--- src/rtl/accum_differencer_if.sv ---
// Stream bundle for accum_differencer: accumulator samples in,
// recovered addends out, valid/ready on both sides.
interface accum_differencer_if #(
  parameter int WIDTH = 4
);
  logic             in_valid;
  logic             in_ready;
  logic [WIDTH-1:0] in_accum;
  logic             out_valid;
  logic             out_ready;
  logic [WIDTH-1:0] out_diff;
  logic             out_borrow;
  logic             out_first;

  modport slave (
    input  in_valid, in_accum, out_ready,
    output in_ready, out_valid, out_diff, out_borrow, out_first
  );

  modport master (
    output in_valid, in_accum, out_ready,
    input  in_ready, out_valid, out_diff, out_borrow, out_first
  );
endinterface

--- src/rtl/accum_differencer.sv ---
// accum_differencer: recovers per-cycle addends from an accumulator stream.
// Optional accepted-sample counter enabled by defining DIFF_CNT_EN.
module accum_differencer #(
  parameter int WIDTH = 4
`ifdef DIFF_CNT_EN
  ,
  parameter int CNT_W = 8
`endif
) (
  input  logic             clk,
  input  logic             reset,
  input  logic             clear,
`ifdef DIFF_CNT_EN
  output logic [CNT_W-1:0] sample_cnt,
`endif
  accum_differencer_if.slave bus
);

  localparam logic [0:0] S_EMPTY = 1'b0;
  localparam logic [0:0] S_RUN   = 1'b1;

  logic [0:0]       state_q;
  logic [WIDTH-1:0] prev_q;
  logic             valid_q;
  logic [WIDTH-1:0] diff_q;
  logic             borrow_q;
  logic             first_q;

  logic             ready;
  logic             accept;
  logic [WIDTH:0]   sub_ext;
  logic [WIDTH-1:0] diff_d;
  logic             borrow_d;
  logic             first_d;

  assign ready  = !clear && (!valid_q || bus.out_ready);
  assign accept = bus.in_valid && ready;

  // Guard bit set to 1: it survives the subtract only when no borrow occurred.
  assign sub_ext = {1'b1, bus.in_accum} - {1'b0, prev_q};

  // Next result: first sample passes through, later ones are deltas.
  always_comb begin
    diff_d   = bus.in_accum;
    borrow_d = 1'b0;
    first_d  = 1'b1;
    if (state_q == S_RUN) begin
      diff_d   = sub_ext[WIDTH-1:0];
      borrow_d = ~sub_ext[WIDTH];
      first_d  = 1'b0;
    end
  end

  // Sequencing of previous sample and the registered output stage.
  always_ff @(posedge clk) begin
    if (reset) begin
      state_q  <= S_EMPTY;
      prev_q   <= '0;
      valid_q  <= 1'b0;
      diff_q   <= '0;
      borrow_q <= 1'b0;
      first_q  <= 1'b0;
    end else if (clear) begin
      state_q  <= S_EMPTY;
      prev_q   <= '0;
      valid_q  <= 1'b0;
    end else if (accept) begin
      state_q  <= S_RUN;
      prev_q   <= bus.in_accum;
      valid_q  <= 1'b1;
      diff_q   <= diff_d;
      borrow_q <= borrow_d;
      first_q  <= first_d;
    end else if (bus.out_ready) begin
      valid_q  <= 1'b0;
    end
  end

`ifdef DIFF_CNT_EN
  logic [CNT_W-1:0] cnt_q;

  // Saturating count of accepted samples since reset/clear.
  always_ff @(posedge clk) begin
    if (reset || clear) begin
      cnt_q <= '0;
    end else if (accept && (cnt_q != {CNT_W{1'b1}})) begin
      cnt_q <= cnt_q + 1'b1;
    end
  end

  assign sample_cnt = cnt_q;
`endif

  assign bus.in_ready   = ready;
  assign bus.out_valid  = valid_q;
  assign bus.out_diff   = diff_q;
  assign bus.out_borrow = borrow_q;
  assign bus.out_first  = first_q;

endmodule
--- src/flat_wrapper.sv ---
// flat-port wrapper written by rule: the top's interface ports become plain ports
module accum_differencer_flat 
#(
  parameter int WIDTH = 4

)
  (clk, reset, clear, bus_in_valid, bus_in_accum, bus_out_ready, bus_in_ready, bus_out_valid, bus_out_diff, bus_out_borrow, bus_out_first);
  accum_differencer_if #(.WIDTH(WIDTH)) bus_i ();
  input  logic clk;
  input  logic reset;
  input  logic clear;
  input wire logic [$bits(bus_i.in_valid)-1:0] bus_in_valid;
  input wire logic [$bits(bus_i.in_accum)-1:0] bus_in_accum;
  input wire logic [$bits(bus_i.out_ready)-1:0] bus_out_ready;
  output wire logic [$bits(bus_i.in_ready)-1:0] bus_in_ready;
  output wire logic [$bits(bus_i.out_valid)-1:0] bus_out_valid;
  output wire logic [$bits(bus_i.out_diff)-1:0] bus_out_diff;
  output wire logic [$bits(bus_i.out_borrow)-1:0] bus_out_borrow;
  output wire logic [$bits(bus_i.out_first)-1:0] bus_out_first;
  assign bus_i.in_valid = bus_in_valid;
  assign bus_i.in_accum = bus_in_accum;
  assign bus_i.out_ready = bus_out_ready;
  assign bus_in_ready = bus_i.in_ready;
  assign bus_out_valid = bus_i.out_valid;
  assign bus_out_diff = bus_i.out_diff;
  assign bus_out_borrow = bus_i.out_borrow;
  assign bus_out_first = bus_i.out_first;
  accum_differencer #(.WIDTH(WIDTH)) u_core (.clk(clk), .reset(reset), .clear(clear), .bus(bus_i));
endmodule
--- config.mk ---
export PLATFORM = sky130hd
export DESIGN_NAME = accum_differencer_flat
export DESIGN_NICKNAME = d
export VERILOG_FILES = /design/src/rtl/accum_differencer_if.sv /design/src/rtl/accum_differencer.sv /design/src/flat_wrapper.sv
export SDC_FILE = /design/constraint.sdc
export NUM_CORES = 1
export LEC_CHECK = 0
export CAP_MARGIN = 20
export CORE_MARGIN = 10
export CORE_UTILIZATION = 40
export CTS_BUF_LIST = sky130_fd_sc_hd__clkbuf_8
export DETAILED_ROUTE_END_ITERATION = 8
export PLACE_DENSITY = 0.68
export SYNTH_ARGS = -nofsm -noshare
export SYNTH_HDL_FRONTEND = slang
export SYNTH_SLANG_ARGS = --single-unit
export TNS_END_PERCENT = 1
--- constraint.sdc ---
create_clock -name clk -period 1.86 [get_ports clk]
set_input_delay 0.186 -clock clk [delete_from_list [all_inputs] [get_ports clk]]
set_output_delay 0.186 -clock clk [all_outputs]
set_load 0.05 [all_outputs]
==> run_results.csv <==
group,metric,value,unit
synth,ys_types,24,
synth,synth.area.mux_share,0.0911,
floorplan,core_area,1540,um2
placement,dp_cells,102,
synth,synth_nets,84,
synth,synth.area.top_cells,"dfxtp_1, mux2i_1, ha_1",
worst_setup_path,cp-start-kind,"input port",
power_and_ir_drop,seqPwrFrac,0.414,
synth,syn-mean-instance-area,9.42,um2
clock_tree,max-clock-path-buffers,2,
power_and_ir_drop,finalPower,0.664,mW
clock_tree,cts.sinks,12,
synth,ys_warn_count,0,
sta,min_period,1.73,ns
floorplan,die_w,60.6,um
synth,yosys.area_share.simple,0.247,
flow_run,maxCapViolCount,0,
synth,ys_seq_area_frac,0.364,
clock_tree,post_cts_resized,0,
placement,place_congestion,0.764,
clock_tree,clk_transition_reported_paths,0.05,ns
drt,drt_iter0_markers,10,
floorplan,ios,17,
clock_tree,cts_hold_buf,0,
synth,synth_xor_area_frac,0,
hold_path,hold_path_class,"reg2reg",
drt,vias,548,
synth,netlist_area,659,um2
clock_tree,cts_tree,"done",
sta,post-route-period-util,0.930,
worst_setup_path,critPathMaxFanout,3,
floorplan,die_area,3670,um2
clock_tree,cts_root_buffer,"clkbuf_8",
global_routing,grt_pass1_vias,555,
power_and_ir_drop,switching_share,0.276,
sta,tightest_slew,0.530,ns
synth,synthAdderAreaFrac,0.106,
sta,clock-skew-final,0.00223,ns
drt,wirelength,1380,um
power_and_ir_drop,power_frac_comb,0.230,
worst_setup_path,critPathKind,"in2reg",
worst_setup_path,setup.worst_path.end_class,"flop",
finish,diodes,0,
power_and_ir_drop,switching_power,0.183,mW
synth,ys_ff_latch,12,
sta,hold_viol_final,0,
global_routing,antenna_found_initial,0,
drt,drc,0,
sta,max_freq,578,MHz
drt,first_pass_iters,2,
sta,drv_slew,0,
hold_path,holdPathStages,2,
floorplan,start_util,0.428,
synth,yosysTopAreaCell,"dfxtp_1",
synth,synth_compound_area_frac,0.110,
sta,rsz0062_at_grt,"no",
floorplan,placementRows,14,
placement,post_dp_cell_area,861,um2
run_status,outcome,"finished clean",
floorplan,die_h,60.6,um
finish,design_area,910,um2
placement,dp_hpwl,1050,um
sta,slew_headroom,0.646,
global_routing,grt.overflow.total,0,
finish,final_cells,105,
power_and_ir_drop,clockPowerShare,0.356,
clock_tree,h-tree-depth,1,
global_routing,grt_max_degree,16,
worst_setup_path,arrival,1.89,ns
worst_setup_path,rr_endpoint,"u_core.bus.out_diff[2]",
synth,yosys.area.top_type_share,0.364,
worst_setup_path,reg2reg_depth,6,
global_routing,grt_usage,0.0858,
power_and_ir_drop,powerDensity,730,nW/um2
drt,via_per_inst,5.22,
global_routing,grt_pass1_wl,2440,um
synth,synth_top_family_by_area,"simple AND/OR/NAND/NOR gates",
worst_setup_path,required,2.02,ns
finish,drive_above_1_share,0.169,
placement,io_buffers,16,
drt,wl_per_cell,13.1,um
power_and_ir_drop,p_leak,0.352,nW
finish,area_delta_synth_final,38.0,%
clock_tree,insertion_delay,0.24,ns
power_and_ir_drop,p_int,0.481,mW
synth,syn-instance-count,70,
power_and_ir_drop,worst_ir_drop_vdd,0.454,mV
clock_tree,post_cts_buffers,0,
drt,antenna_left,0,
hold_path,hold_end,"u_core.bus.out_borrow",
clock_tree,numCtsBuffers,3,
hold_path,hp-start,"u_core.bus.out_borrow",
sta,setup_viol,0,
worst_setup_path,r2r-start,"u_core.prev_q[0]",
worst_setup_path,regToRegSetupSlack,0.33,ns
finish,nNetsFinal,105,
## cell usage in the layout (no fill, tap or decap), drive strengths merged
| cell type | count |
|---|---|
| clkdlybuf4s50 | 15 |
| dfxtp | 12 |
| nor2 | 10 |
| nor3 | 8 |
| inv | 6 |
| mux2i | 6 |
| a21oi | 5 |
| buf | 5 |
| ha | 4 |
| clkbuf | 3 |
| nor2b | 3 |
| a211oi | 2 |
| nor3b | 1 |
| nand2b | 1 |
| o21ai | 1 |
| nand4b | 1 |
| nand3b | 1 |
| a21boi | 1 |
| and3b | 1 |
| nand2 | 1 |
| o311a | 1 |
| fa | 1 |
## power by group through the flow
stage                     logic [mW]  clock network, mW  registers [mW]
after floorplan               0.0673                  0           0.306
after global placement         0.151                  0           0.280
after detailed placement       0.152                  0           0.280
after CTS                      0.153              0.245           0.275
after global routing           0.166              0.261           0.276
final                          0.153              0.236           0.275
## Yosys cell counts
| cell | number |
|---|---|
| nor2_1 | 10 |
| nor2b_4 | 1 |
| nand2b_1 | 1 |
| nand2_1 | 1 |
| ha_1 | 4 |
| fa_1 | 1 |
| nor2b_1 | 2 |
| a211oi_2 | 2 |
| nor3b_4 | 1 |
| buf_1 | 1 |
| inv_1 | 6 |
| o311a_1 | 1 |
| nor3_2 | 1 |
| a21boi_0 | 1 |
| mux2i_1 | 6 |
| nand4b_1 | 1 |
| nor3_1 | 7 |
| buf_2 | 1 |
| o21ai_0 | 1 |
| a21oi_1 | 5 |
| buf_6 | 2 |
| nand3b_1 | 1 |
| dfxtp_1 | 12 |
| and3b_1 | 1 |
## how the worst max path moves through the flow
stage                                     from                      to  cells past startpoint
final                          bus_in_accum[0]  u_core.bus.out_diff[2]                      8
after global routing           bus_in_accum[0]  u_core.bus.out_diff[2]                      8
after CTS                      bus_in_accum[0]  u_core.bus.out_diff[2]                      8
after detailed placement       bus_in_accum[0]  u_core.bus.out_diff[2]                      8
after global placement         bus_in_accum[0]  u_core.bus.out_diff[2]                      8
after floorplan           u_core.bus.out_valid        u_core.prev_q[2]                      5
## final cells by class
class,instances,area [um2]
well taps,16,20.0
multi-input cells,48,373
flip-flops and latches,12,240
inverters,6,22.5
repair buffers,20,213
fillers,149,632
clock buffers,3,41.3
## state kept, by name, indices dropped and copies added (netlist names)
register	cells
u_core.prev_q	4
u_core.bus.out_diff	4
u_core.bus.out_valid	1
u_core.bus.out_first	1
u_core.bus.out_borrow	1
u_core.state_q	1
## logic make-up after synthesis
kind of cell	count (synthesis)
muxes	6
and+or+nand+nor	27
buffers and inverters	10
adders and majority gates	5
DFF	12
AOI/OAI and AO/OA	10
## layer usage
metal	wire, um	up-vias	global-route usage
met2	652	17	0.130
met5	0	-	0
li1	-	280	-
met4	0	0	0.0188
met1	560	251	0.0957
met3	167	0	0.0626
## critical path, stage by stage
cell and delay (ns):
clkdlybuf4s50_1 0.49, inv_1 0.05, ha_1 0.22, fa_2 0.35, nor2b_1 0.15, nor3_2 0.16, a21oi_1 0.07, a211oi_2 0.22
## metrics by stage
step                TNS (ns)  utilization  worst slack, ns  hold slack [ns]
finish                     0        0.590            0.130            0.468
global route               0        0.590           0.0316            0.494
CTS                        0        0.585            0.130            0.469
detailed placement    -0.153        0.558           -0.112            0.460
global placement      -0.106        0.558          -0.0698            0.455
floorplan                  0            -            0.325            0.251
(Power assumes the default switching activity.)
